$ cat config.mk
export PLATFORM = sky130hd
export DESIGN_NAME = uart_tx_arbiter
export DESIGN_NICKNAME = d
export VERILOG_FILES = /design/src/rtl/uart_tx_arbiter.sv
export SDC_FILE = /design/constraint.sdc
export NUM_CORES = 1
export LEC_CHECK = 0
export ABC_CLOCK_PERIOD_IN_PS = 6000
export CAP_MARGIN = 20
export CORE_MARGIN = 3
export CORE_UTILIZATION = 45
export DETAILED_ROUTE_END_ITERATION = 12
export HOLD_SLACK_MARGIN = 0.05
export PLACE_DENSITY = 0.89
export SLEW_MARGIN = 20
export SYNTH_ARGS = -nofsm -noshare
export SYNTH_HDL_FRONTEND = slang
export SYNTH_SLANG_ARGS = --single-unit
$ cat constraint.sdc
create_clock -name Clock -period 6 [get_ports Clock]
set_clock_uncertainty 0.2 [all_clocks]
set_input_delay 1.2 -clock Clock [delete_from_list [all_inputs] [get_ports Clock]]
set_output_delay 1.2 -clock Clock [all_outputs]
set_load 0.05 [all_outputs]
$ cat src/rtl/uart_tx_arbiter.sv
// Two-requester arbiter in front of a UART transmitter: one-hot grant, alternating
// priority, and grants released on frame end, burst limit or requester inactivity.
module uart_tx_arbiter #(
  parameter int MAX_BURST    = 4,
  parameter int IDLE_TIMEOUT = 8
) (
  input  logic       Clock,
  input  logic       rst,
  input  logic [7:0] req0_data,
  input  logic       req0_valid,
  input  logic       req0_last,
  output logic       req0_ready,
  input  logic [7:0] req1_data,
  input  logic       req1_valid,
  input  logic       req1_last,
  output logic       req1_ready,
  output logic [7:0] uart_din,
  output logic       uart_din_valid,
  input  logic       uart_din_ready,
  output logic [1:0] grant
);

  localparam int BW = $clog2(MAX_BURST + 1);
  localparam int IW = $clog2(IDLE_TIMEOUT + 1);
  localparam logic [BW-1:0] BURST_LIM = BW'(MAX_BURST);
  localparam logic [IW-1:0] IDLE_LIM  = IW'(IDLE_TIMEOUT);

  typedef enum logic [1:0] {IDLE, GRANT0, GRANT1} state_e;

  state_e        state_q, state_d;
  logic          ptr_q, ptr_d;
  logic [BW-1:0] burst_q, burst_d;
  logic [IW-1:0] idle_q, idle_d;

  logic sel_valid, sel_last, xfer, burst_hit, idle_hit;

  // Datapath is a pure pass-through of the granted requester; no data is stored here.
  always_comb begin
    uart_din       = '0;
    uart_din_valid = 1'b0;
    req0_ready     = 1'b0;
    req1_ready     = 1'b0;
    grant          = 2'b00;
    case (state_q)
      GRANT0: begin
        grant          = 2'b01;
        uart_din       = req0_data;
        uart_din_valid = req0_valid;
        req0_ready     = uart_din_ready;
      end
      GRANT1: begin
        grant          = 2'b10;
        uart_din       = req1_data;
        uart_din_valid = req1_valid;
        req1_ready     = uart_din_ready;
      end
      default: ;
    endcase
  end

  always_comb begin
    sel_valid = (state_q == GRANT1) ? req1_valid : req0_valid;
    sel_last  = (state_q == GRANT1) ? req1_last  : req0_last;
    xfer      = (state_q != IDLE) && sel_valid && uart_din_ready;
    burst_hit = (burst_q + 1'b1) == BURST_LIM;
    idle_hit  = (idle_q + 1'b1) == IDLE_LIM;
  end

  always_comb begin
    state_d = state_q;
    ptr_d   = ptr_q;
    burst_d = burst_q;
    idle_d  = idle_q;
    case (state_q)
      IDLE: begin
        burst_d = '0;
        idle_d  = '0;
        if (req0_valid && (!req1_valid || !ptr_q)) state_d = GRANT0;
        else if (req1_valid)                       state_d = GRANT1;
      end
      GRANT0, GRANT1: begin
        // last and burst limit on the same transfer are a single release
        if (xfer) begin
          burst_d = burst_q + 1'b1;
          idle_d  = '0;
          if (sel_last || burst_hit) begin
            state_d = IDLE;
            ptr_d   = (state_q == GRANT0);
          end
        end else if (!sel_valid) begin
          idle_d = idle_q + 1'b1;
          if (idle_hit) begin
            state_d = IDLE;
            ptr_d   = (state_q == GRANT0);
          end
        end else begin
          idle_d = '0;
        end
      end
      default: state_d = IDLE;
    endcase
  end

  always_ff @(posedge Clock) begin
    if (rst) begin
      state_q <= IDLE;
      ptr_q   <= 1'b0;
      burst_q <= '0;
      idle_q  <= '0;
    end else begin
      state_q <= state_d;
      ptr_q   <= ptr_d;
      burst_q <= burst_d;
      idle_q  <= idle_d;
    end
  end

endmodule
==> flow_results.org, run 1 <==
** Outcome
- Result of the run :: finished clean

** Timing
- Final critical-path required period :: approximately 4.2 ns
- Fin Setup TNS :: 0 ns
- Highest Clock Rate :: roughly 0.24 GHz
- The max-slew violation total from the final report came to 0.
- Final number of setup-violating endpoints :: 0
- The final critical path takes up between 60% and 70% of the cycle.
- Setup repair after global routing missed its margin :: no
- Final-report hold violation count :: 0
- Headroom to the max-slew limit came out at around two thirds.
- Worst slew pin tran :: between 0.5 and 0.6 ns

** Synthesis
- Number of warnings printed during yosys synthesis :: 0
- Counting flops and latches in the post-synthesis netlist gives 10.
- Yosys mapped a number of flops with a built-in enable equal to 0.
- Commonest register cell after synthesis :: sky130_fd_sc_hd__dfxtp_1
- Sequential cells were found to cover 23.8% of the synthesized design area.
- Each instance of the synthesized netlist takes up on average 8.48 um^2.
- Counting flops with an async set or reset pin after synthesis yields a share of 0%.
- Netlist area before placement :: 840 um^2
- Synthesis produced a netlist with a net count of 130.
- Number of distinct library cells after synthesis :: 36
- The cell count after synthesis came out at 99.

** Floorplanning
- In this run the core area contains 14 standard-cell rows.
- Count of pins on the block boundary :: 36
- The die covers 2420 um^2.
- The core region is 1630 um^2.
- Die Y :: between 40 and 50 um
- The initial utilization of the core area, before any placement, comes to 51.5%.
- The die is 49.2 um wide.

** Critical path
- Crit Path Max Fanout :: 4
- Worst setup SP type :: input pin
- Setup crit end kind :: primary output
- Data on the critical path arrives at its endpoint at between 2 and 3 ns.
- CP peak stage delay :: a little over 0.8 ns
- Counting stages on the worst path, the most repeated cell is sky130_fd_sc_hd__clkdlybuf4s50_1.
- Across all register-to-register paths, the minimum setup slack is ~3.6 ns.
- Ordered cell list for the critical path :: clkdlybuf4s50_1 -> a22oi_1 -> nor2b_1 -> clkdlybuf4s50_1
- Critical path start-end classification :: in -> out
- Required time of the worst setup path :: around 4.6 ns
- On the critical path, the stage with the largest delay is an instance of sky130_fd_sc_hd__clkdlybuf4s50_1.

** Place
- Once detailed placement completed, the half-perimeter wirelength came to 1720 um.
- The congestion estimate from routability-driven global placement came to 0.785.
- Input and output buffers added on the ports amount to 35.

** Detailed routing
- Number of design rule violations left after detail routing :: 0
- The routed layout has 856 vias.
- 1st-pass router iterations :: 5
- In this run, the number of DRC markers left after iteration 0 of detailed routing was 12.
- Average wire per cell in the routed design :: 13.8 um
- Residual antenna-violating net count after detailed routing :: 0
- Via density :: between 5 and 6
- Summed over all layers, the routed wires come to around 2200 um.

** Global routing
- Total routing usage reported by global routing :: 19.4%
- The number of global-route vias before repair is approximately 800.
- The number of antenna violations at the first check in global routing was 0.
- The first global-routing pass estimated 3620 um of wire.
- Gr ovfl total :: 0
- Entering global routing, the biggest net connects 19 pins.

** Clock network
- Counting the buffers created by CTS gives 3.
- Clock Path Buffers :: 2
- Buffers inserted to repair hold after CTS numbered 0.
- Clock tree synthesis selected as its root buffer the cell sky130_fd_sc_hd__clkbuf_4.
- In this run the number of H-tree levels came out at 1.
- Counting every sink on the clock net gives 10.
- After clock tree synthesis, the clock-pin slew on the worst setup and hold paths is approximately 0.070 ns.
- TritonCTS built the clock tree.
- Count of buffers added by post-CTS timing repair for setup :: 0
- The number of gates resized after CTS was 0.
- Insertion delay of the later-clocked pin in the worst-skew pair :: 0.27 ns

** Run
- Max-cap violations in this run came to 0.

** Final layout
- The final layout contains around 170 nets.
- Growth of design area from synthesis to finish :: 46.2%
- 0 antenna diodes ended up in the layout.
- Across the whole layout, storage elements account for 200 um^2.
- Filler cells :: between 100 and 150
- Summing all multi-input logic gate instances after layout gives 606 um^2.
- Fraction of final layout cells sized beyond drive strength 1 :: around 7.5%

** Pwr
- Part of the total power dissipated in the clock network :: 8.8%
- Switch Pwr :: 265 uW
- Power per cell area :: 421 nW/um^2
- Leak :: 0.000466 uW
- Peak ir drop on the vdd network :: 0.465 mV
- Cell-internal power :: 252 uW
- Sequential cell fraction of total power :: 16.7%
- In this run switching power makes up 51.3% of total power.
- The completed layout was analyzed and its total power is 516 uW.
- Share of total power in combinational logic :: 74.5%

** Hold path
- The min-delay analysis places its worst path in the category reg -> reg.
synthesized netlist by cell type, types with 2 or more instances:
master	number	area, um^2
sky130_fd_sc_hd__a21oi_1	6	30.0
sky130_fd_sc_hd__a22oi_1	11	82.6
sky130_fd_sc_hd__and2_1	2	12.5
sky130_fd_sc_hd__clkbuf_1	4	15.0
sky130_fd_sc_hd__dfxtp_1	10	200
sky130_fd_sc_hd__ha_1	8	100
sky130_fd_sc_hd__inv_1	5	18.8
sky130_fd_sc_hd__nand2_1	4	15.0
sky130_fd_sc_hd__nand3_1	2	10.0
sky130_fd_sc_hd__nor2_1	7	26.3
sky130_fd_sc_hd__nor2b_1	13	81.3
sky130_fd_sc_hd__nor3_1	2	10.0
sky130_fd_sc_hd__o21ai_0	2	10.0
routing by layer:
metal	track usage, %	up-vias	routed length (um)
met4	9.95	0	44
li1	-	430	-
met1	21.6	407	932
met2	32.4	13	1130
met3	6.42	6	59
met5	0	-	0
layout by cell type, fill, tap and decap left out, drive strengths merged, types with 2 or more instances in the layout:
cell type | synthesis | final
nor3 | 2 | 2
nor2 | 7 | 7
clkdlybuf4s50 | 0 | 35
ha | 8 | 8
and2 | 2 | 2
nor2b | 13 | 13
nand2 | 5 | 5
o21ai | 2 | 2
dfxtp | 10 | 10
a22oi | 12 | 12
nand3 | 2 | 2
inv | 5 | 5
a21boi | 2 | 2
a21oi | 6 | 6
clkbuf | 4 | 3
final cells by class:
type                    instances  area share, %
clock buffers                   3           1.83
flip-flops and latches         10           16.3
multi-input cells              80           49.3
inverters                       5           1.53
repair buffers                 35           28.5
well taps                      24           2.45
cells by family (layout without fill, tap and decap cells):
group | Yosys count | after routing | share of synthesized area (%)
and+or+nand+nor | 37 | 37 | 25.8
AOI/OAI and AO/OA | 32 | 32 | 30.4
DFF | 10 | 10 | 23.8
buffers and inverters | 9 | 43 | 4.02
adders and majority gates | 8 | 8 | 11.9
muxes | 2 | 2 | 2.98
xor gates and xnor gates | 1 | 1 | 1.04
power by group through the flow:
stage / registers (uW) / logic [uW] / clock network, uW
4_1_cts: 86.5 / 386 / 47.4
3_3_place_gp: 86.8 / 375 / 0
5_1_grt: 87.8 / 418 / 50.7
6_report: 86.1 / 385 / 45.4
2_1_floorplan: 85.7 / 292 / 0
3_5_place_dp: 88.2 / 383 / 0
critical path: cells and delay by family:
kind | cells | cell delay [ns]
compound gates | 1 | 0.11
buf+inv | 2 | 1.34
simple gates | 1 | 0.13
sequential cells by signal (all words and copies together) (netlist names):
name	cells
ptr_q	1
state_q	2
idle_q	4
burst_q	3
final timing paths:
kind / from / cells past startpoint / to
setup / recovery: req0_valid / 4 / uart_din_valid
hold / removal: burst_q[0]$_SDFFE_PP0P_ / 1 / burst_q[0]$_SDFFE_PP0P_
setup reg to reg: state_q[0]$_SDFFE_PP0P_ / 7 / state_q[0]$_SDFFE_PP0P_
hold reg to reg: burst_q[0]$_SDFFE_PP0P_ / 1 / burst_q[0]$_SDFFE_PP0P_
metrics by stage:
stage / instance area, um^2 / hold slack [ns] / util (%) / worst slack [ns] / std cells
2_1_floorplan: 840 / 0.273 / - / 2.47 / 99
3_3_place_gp: 1200 / 0.286 / 74.0 / 1.84 / 154
3_5_place_dp: 1200 / 0.303 / 74.0 / 1.82 / 154
4_1_cts: 1230 / 0.315 / 75.3 / 1.82 / 157
5_1_grt: 1230 / 0.336 / 75.3 / 1.75 / 157
6_report: 1230 / 0.307 / 75.3 / 1.82 / 157
No activity file was read; power rests on OpenSTA's default activity.
==> run 2, diff against run 1 <==
Settings changed: ABC_CLOCK_PERIOD_IN_PS 6000 to 4400, CORE_UTILIZATION 45 to 41, PLACE_DENSITY 0.89 to 0.83.
Clock period 6 ns to 4.4 ns, I/O delays scaled along.
==> flow_results.org, run 2 (same netlist as run 1, synthesis figures left out) <==
** Outcome
- Result of the run: finished clean (unchanged).

** Pwr
- The total power divided by cell area came to 589 nW/um^2 (was 421 nW/um^2).
- Fraction of power spent switching nets :: 50.5% (was 51.3%)
- Part of the total power dissipated in the clock network :: 11.7% (was 8.8%)
- Leak :: 0.000473 uW (was 0.000466 uW)
- The portion of total power attributed to combinational logic was 72.2% (was 74.5%).
- Peak ir drop on the vdd network :: 0.523 mV (was 0.465 mV)
- Sequential cell fraction of total power :: 16.2% (was 16.7%)
- The net switching power figure was 369 uW (was 265 uW).
- The cell-internal power came to 362 uW (was 252 uW).

** Place
- The count of input and output buffers came to 35 (unchanged).
- Weighted congestion at the end of routability-driven global placement :: 0.805 (was 0.785)
- DP HPWL :: 1840 um (was 1720 um)
- The number of cells in the design after placement came to 155 (was 154).

** Clock network
- Clock transition time at the flip-flop clock pins of the worst setup and hold paths :: 0.08 ns (was 0.07 ns)
- Insertion delay of the later-clocked pin in the worst-skew pair :: 0.28 ns (was 0.27 ns)
- Count of buffers added by post-CTS timing repair for setup :: 0 (unchanged)
- The clock tree from TritonCTS was built (unchanged).
- Post-CTS Resized :: 0 (unchanged)
- The deepest level of the CTS H-tree is 1 (unchanged).
- Number of clock buffers inserted by TritonCTS :: 3 (unchanged)
- The buffer depth of the longest clock path was 2 (unchanged).
- The clock sink count came to 10 (unchanged).
- The number of buffers added to fix hold violations after cts is 0 (unchanged).
- Clock root buffer master :: sky130_fd_sc_hd__clkbuf_4 (unchanged)

** Detailed routing
- Wire length after detailed routing :: 2270 um (was 2160 um)
- Number of vias in the routed layout :: 872 (was 856)
- The routed via count divided by cell count was 5.48 (was 5.45).
- Number of design rule violations left after detail routing :: 0 (unchanged)
- The average wire length per cell after detail routing is 14.2 um (was 13.8 um).
- Residual antenna-violating net count after detailed routing :: 0 (unchanged)
- The DRC violation total after the first TritonRoute iteration came to 25 (was 12).
- The first-pass iteration count of the detailed router is 4 (was 5).

** Critical path
- Required time of the worst setup path :: 3.32 ns (was 4.60 ns)
- The launch point of the worst path is req0_valid (unchanged).
- Endpoint of the lowest-slack register-to-register path :: state_q[0]$_SDFFE_PP0P_ (unchanged)
- The worst path arrival time is 2.48 ns (was 2.78 ns).
- The startpoint of the worst-slack reg-to-reg timing path was state_q[0]$_SDFFE_PP0P_ (unchanged).
- The last element of the critical path is uart_din_valid (unchanged).
- Worst setup SP type :: input pin (unchanged)
- Ordered cell list for the critical path :: clkdlybuf4s50_1 -> a22oi_1 -> nor2b_1 -> clkdlybuf4s50_1 (unchanged)
- Critical path start-end classification :: in -> out (unchanged)
- The maximum fanout count along the critical path came to 4 (unchanged).
- Setup crit end kind :: primary output (unchanged)
- The critical path's most frequent cell is sky130_fd_sc_hd__clkdlybuf4s50_1 (unchanged).
- The depth of the most critical reg-to-reg path was 7 (unchanged).
- Flop2flop setup slack :: 1.97 ns (was 3.59 ns)
- The maximum cell stage delay along the critical path came to 0.83 ns (was 0.81 ns).
- The slowest cell on the critical path is sky130_fd_sc_hd__clkdlybuf4s50_1 (unchanged).

** Floorplanning
- Num rows :: 15 (was 14)
- The area of the core is 1820 um^2 (was 1630 um^2).
- X dimension of the die :: 51.3 um (was 49.2 um)
- Area enclosed by the die boundary :: 2630 um^2 (was 2420 um^2)
- Die Y :: 51.3 um (was 49.2 um)
- The number of placed I/O pins came to 36 (unchanged).
- The starting utilization of the core area is 46.1% (was 51.5%).

** Global routing
- Total routing usage reported by global routing :: 19.0% (was 19.4%)
- The number of global-route vias before repair was 867 (was 798).
- Initial antenna violation count :: 0 (unchanged)
- The first-pass GRT wire length was 3820 um (was 3620 um).
- Largest net degree at the start of global routing :: 19 (unchanged)
- The total global routing overflow is 0 (unchanged).

** Final layout
- Register with the highest flop count :: idle_q (unchanged)
- The most frequent standard cell in the layout excluding fill and tap cells was sky130_fd_sc_hd__clkdlybuf4s50_1 (unchanged).
- Top library cells by usage in the layout, fill and taps aside :: sky130_fd_sc_hd__clkdlybuf4s50_1 (35), sky130_fd_sc_hd__nor2b_1 (13), sky130_fd_sc_hd__a22oi_1 (11) (unchanged)
- Largest registers :: idle_q (4), burst_q (3), state_q (2) (unchanged)
- The number of flip-flops in the largest register came to 4 (unchanged).
- The area growth from synthesis to layout came to 48.0% (was 46.2%).
- The fraction of final layout cells sized beyond drive strength 1 was 8.21% (was 7.52%).
- The final standard cell count with taps included and fillers excluded was 159 (was 157).
- The antenna diode count is 0 (unchanged).
- Number of nets in the layout :: 166 (unchanged)

** Hold path
- The type of the tightest min-delay check was reg -> reg (unchanged).

** Run
- The number of violations of the max-capacitance limit was 0 (unchanged).

** Timing
- Highest Clock Rate :: between 0.2 and 0.3 GHz
- Final critical-path required period :: 3.56 ns
- Setup repair after global routing missed its margin: no (unchanged).
- Of the available clock period, the critical path in the final layout requires 81.0%.
- Final-report hold violation count :: 0 (unchanged)
- Fin Setup TNS :: 0 ns (unchanged)
- The slew of the pin with the lowest slew margin came to 0.535 ns (was 0.520 ns).
- The worst-case headroom to the max-slew limit is 64.3% (was 65.2%).
- Total count of max-transition violations in the final report :: 0 (unchanged)
- Final number of setup-violating endpoints :: 0 (unchanged)
run 2: through the flow:
step	hold WS, ns	utilization [%]	setup WS (ns)	area [um^2]	power, uW
global route	0.344	68.2	0.745	1240	784
detailed placement	0.306	66.3	0.828	1210	652
floorplan	0.273	-	1.19	840	514
global placement	0.290	66.3	0.882	1210	632
finish	0.309	68.2	0.838	1240	731
CTS	0.320	68.2	0.824	1240	739
run 2: cell type report:
cell class,count,area (um^2)
Inverter,5,18.8
Sequential cell,10,200
Timing Repair Buffer,35,350
Fill cell,159,578
Clock buffer,4,36.3
Multi-Input combinational cell,80,606
Tap cell,25,31.3
run 2: metal layers:
layer,global-route usage [%],share of wire [%],vias to the layer above
met5,0,0,-
met4,3.93,0.62,0
met3,4.37,3.8,4
met2,36.1,55,18
met1,21.3,40,418
li1,-,-,432
run 2: how the worst min path moves through the flow:
stage / slack, ns / cells after the start / end / from
detailed placement: 0.31 / 1 / burst_q[0]$_SDFFE_PP0P_ / burst_q[0]$_SDFFE_PP0P_
global placement: 0.29 / 1 / burst_q[0]$_SDFFE_PP0P_ / burst_q[0]$_SDFFE_PP0P_
finish: 0.31 / 1 / burst_q[0]$_SDFFE_PP0P_ / burst_q[0]$_SDFFE_PP0P_
floorplan: 0.27 / 1 / burst_q[0]$_SDFFE_PP0P_ / burst_q[0]$_SDFFE_PP0P_
global route: 0.34 / 1 / burst_q[0]$_SDFFE_PP0P_ / burst_q[0]$_SDFFE_PP0P_
CTS: 0.32 / 1 / burst_q[0]$_SDFFE_PP0P_ / burst_q[0]$_SDFFE_PP0P_
run 2: worst max-delay path, delay by kind of cell:
family                 cells  cell delay [ns]
AND/OR/NAND/NOR            1             0.14
buffers and inverters      2             1.36
AO/OA/AOI/OAI              1             0.11
run 2: power by group through the flow:
stage / Combinational, uW / Clock, uW / Sequential, uW
2_1_floorplan: 398 / 0 / 117
5_1_grt: 573 / 90.6 / 120
6_report: 528 / 85.2 / 118
3_3_place_gp: 514 / 0 / 118
4_1_cts: 533 / 86.8 / 119
3_5_place_dp: 532 / 0 / 120
==> run 3, diff against run 2 <==
Settings changed: ABC_CLOCK_PERIOD_IN_PS 4400 to 2900, CORE_UTILIZATION 41 to 37, PLACE_DENSITY 0.83 to 0.79.
Clock period 4.4 ns to 2.9 ns, I/O delays scaled along.
==> flow_results.org, run 3 (same netlist as run 1, synthesis figures left out) <==
** Pwr
- The total power after layout was 1200 uW (was 731 uW).
- The cell leakage power was 0.000525 uW (was 0.000473 uW).
- Peak ir drop on the vdd network :: 0.609 mV (was 0.523 mV)
- The total power divided by cell area was 893 nW/um^2 (was 589 nW/um^2).

** Clock network
- The clock insertion delay at the later pin of the skew report was 0.28 ns (about the same).
- The deepest level of the CTS H-tree is 1 (unchanged).
- The total CTS buffers came to 3 (unchanged).
- The buffer depth of the longest clock path was 2 (unchanged).
- Clock root buffer master :: sky130_fd_sc_hd__clkbuf_4 (unchanged)
- The clock-pin slew reported for the worst setup and hold paths after clock tree synthesis is 0.07 ns (was 0.08 ns).
- The number of buffers inserted by post-CTS setup repair came to 0 (unchanged).
- Clock tree from TritonCTS :: built (unchanged)
- Total number of clock tree sinks :: 10 (unchanged)
- Post-CTS Resized :: 0 (unchanged)
- The number of buffers added to fix hold violations after cts is 0 (unchanged).

** Detailed routing
- The total number of vias came to 870 (was 872).
- Violation count after the first detailed-routing iteration :: 18 (was 25)
- Average wire per cell in the routed design :: 13.8 um (was 14.2 um)
- The total detailed-routing wirelength was 2220 um (was 2270 um).
- Number of design rule violations left after detail routing :: 0 (unchanged)
- 1st-pass router iterations :: 6 (was 4)
- The final antenna-violating net count was 0 (unchanged).
- The routed via count divided by cell count came to 5.40 (was 5.48).

** Final layout
- Register with the highest flop count :: idle_q (unchanged)
- Count of antenna diodes in the layout :: 0 (unchanged)
- The core utilization of the finished layout was 65.4% (was 68.2%).
- Top library cells by usage in the layout, fill and taps aside :: sky130_fd_sc_hd__clkdlybuf4s50_1 (23), sky130_fd_sc_hd__a22oi_1 (11), sky130_fd_sc_hd__dfxtp_1 (10) (was sky130_fd_sc_hd__clkdlybuf4s50_1 (35), sky130_fd_sc_hd__nor2b_1 (13), sky130_fd_sc_hd__a22oi_1 (11))
- The final standard cell count with taps included and fillers excluded was 161 (was 159).
- Most frequent standard cell in the layout excluding fill and tap cells :: sky130_fd_sc_hd__clkdlybuf4s50_1 (unchanged)
- Largest registers: idle_q (4), burst_q (3), state_q (2) (unchanged).
- The area growth from synthesis to layout came to 60.5% (was 48.0%).
- The fraction of final layout cells sized beyond drive strength 1 was 23.1% (was 8.21%).
- Filler cells :: 178 (was 159)
- The number of nets in the final layout is 166 (unchanged).
- Flip-flop count of the largest register, all copies and words added :: 4 (unchanged)

** Critical path
- The critical path data required time was 2.12 ns (was 3.32 ns).
- The critical setup path kind is reg -> out (was in -> out).
- The slowest cell on the critical path was sky130_fd_sc_hd__ha_1 (was sky130_fd_sc_hd__clkdlybuf4s50_1).
- The critical path startpoint category is a register (was input pin).
- The maximum cell stage delay along the critical path is 0.57 ns (was 0.83 ns).
- The worst path arrival time was 1.82 ns (was 2.48 ns).
- Crit Path Max Fanout :: 18 (was 4)
- Cell class contributing the biggest share of worst-path delay :: adder cells (was buffers and inverters)
- Setup crit end kind :: primary output (unchanged)
- Ordered cell list for the critical path: inv_1 -> ha_1 -> nor2b_1 -> buf_12 (was clkdlybuf4s50_1 -> a22oi_1 -> nor2b_1 -> clkdlybuf4s50_1).
- Worst reg2reg startpoint :: state_q[0]$_SDFFE_PP0P_ (unchanged)
- Number of buffers and inverters on the critical path :: 2 (unchanged)
- Worst Setup SP :: state_q[0]$_SDFFE_PP0P_ (was req0_valid)

** Hold path
- The type of the tightest min-delay check was reg -> reg (unchanged).
- The startpoint of the lowest-slack hold path is burst_q[0]$_SDFFE_PP0P_ (unchanged).

** Timing
- Crit share post-route :: between 80% and 90%
- Final worst setup slack :: 0.301 ns (was 0.838 ns)
- The number of endpoints with negative hold slack in the final report is 0 (unchanged).
- Relative max-transition margin :: 64.5% (was 64.3%)
- The final sum of negative setup slack was 0 ns (unchanged).
- Final critical-path required period :: about 2.6 ns
- Worst slew pin tran :: 0.533 ns (was 0.535 ns)
- The total of endpoints with negative setup slack in the final report is 0 (unchanged).
- The max-slew violation total from the final report was 0 (unchanged).
- Setup repair after global routing missed its margin :: no (unchanged)
- Highest Clock Rate :: 0.385 GHz

** Floorplanning
- The die boundary height came to 53.6 um (was 51.3 um).
- Num rows :: 16 (was 15)
- The die area came to 2880 um^2 (was 2630 um^2).
- Starting density of the core :: 40.7% (was 46.1%)
- X dimension of the die :: 53.6 um (was 51.3 um)
- The number of placed I/O pins was 36 (unchanged).
- Area of the core region :: 2060 um^2 (was 1820 um^2)

** Run
- The number of violations of the max-capacitance limit is 0 (unchanged).

** Place
- The worst slack after detailed placement came to 0.393 ns (was 0.828 ns).
- The number of cells in the design after placement was 157 (was 155).
- Buffers on Ports :: 35 (unchanged)
- Weighted congestion at the end of routability-driven global placement :: 0.763 (was 0.805)
- The total half-perimeter wirelength after legalization and detailed placement was 1750 um (was 1840 um).

** Outcome
- Result of the run :: finished clean (unchanged)

** Global routing
- Largest net degree at the start of global routing :: 19 (unchanged)
- Total routing usage reported by global routing :: 16.9% (was 19.0%)
- The total global routing overflow was 0 (unchanged).
- The first-pass GRT wire length is 3590 um (was 3820 um).
- Vias in the first global route :: 823 (was 867)
- The number of antenna violations at the first check in global routing was 0 (unchanged).
run 3: metrics by stage:
step                area, um^2  hold WS, ns
floorplan                  860        0.273
global placement          1310        0.291
detailed placement        1310        0.300
CTS                       1350        0.315
global route              1350        0.347
finish                    1350        0.320
run 3: final timing paths:
path | to | slack [ns] | cells past startpoint
hold / removal | burst_q[0]$_SDFFE_PP0P_ | 0.32 | 1
setup reg to reg | state_q[0]$_SDFFE_PP0P_ | 0.44 | 7
hold reg to reg | burst_q[0]$_SDFFE_PP0P_ | 0.32 | 1
setup / recovery | uart_din_valid | 0.30 | 4
run 3: per-layer routing:
layer | vias up | routed length (um) | track usage, %
met2 | 49 | 964 | 28.2
li1 | 430 | - | -
met4 | 0 | 26 | 5.11
met3 | 3 | 298 | 8.31
met5 | - | 0 | 0
met1 | 388 | 928 | 18.9
run 3: power by group:
part,switching [uW],leakage (uW),internal (uW)
sequential,24.1,0.0000809,157
clock,54.6,0.0000210,76.4
combinational,508,0.000423,383
total,587,0.000525,617
run 3: area by class of cell:
class                           instances  area (um^2)  share of cell area (%)
Multi-Input combinational cell         80          626                    46.4
Inverter                                5         18.8                    1.39
Sequential cell                        10          200                    14.9
Tap cell                               27         33.8                    2.51
Timing Repair Buffer                   35          433                    32.1
Clock buffer                            4         36.3                    2.69
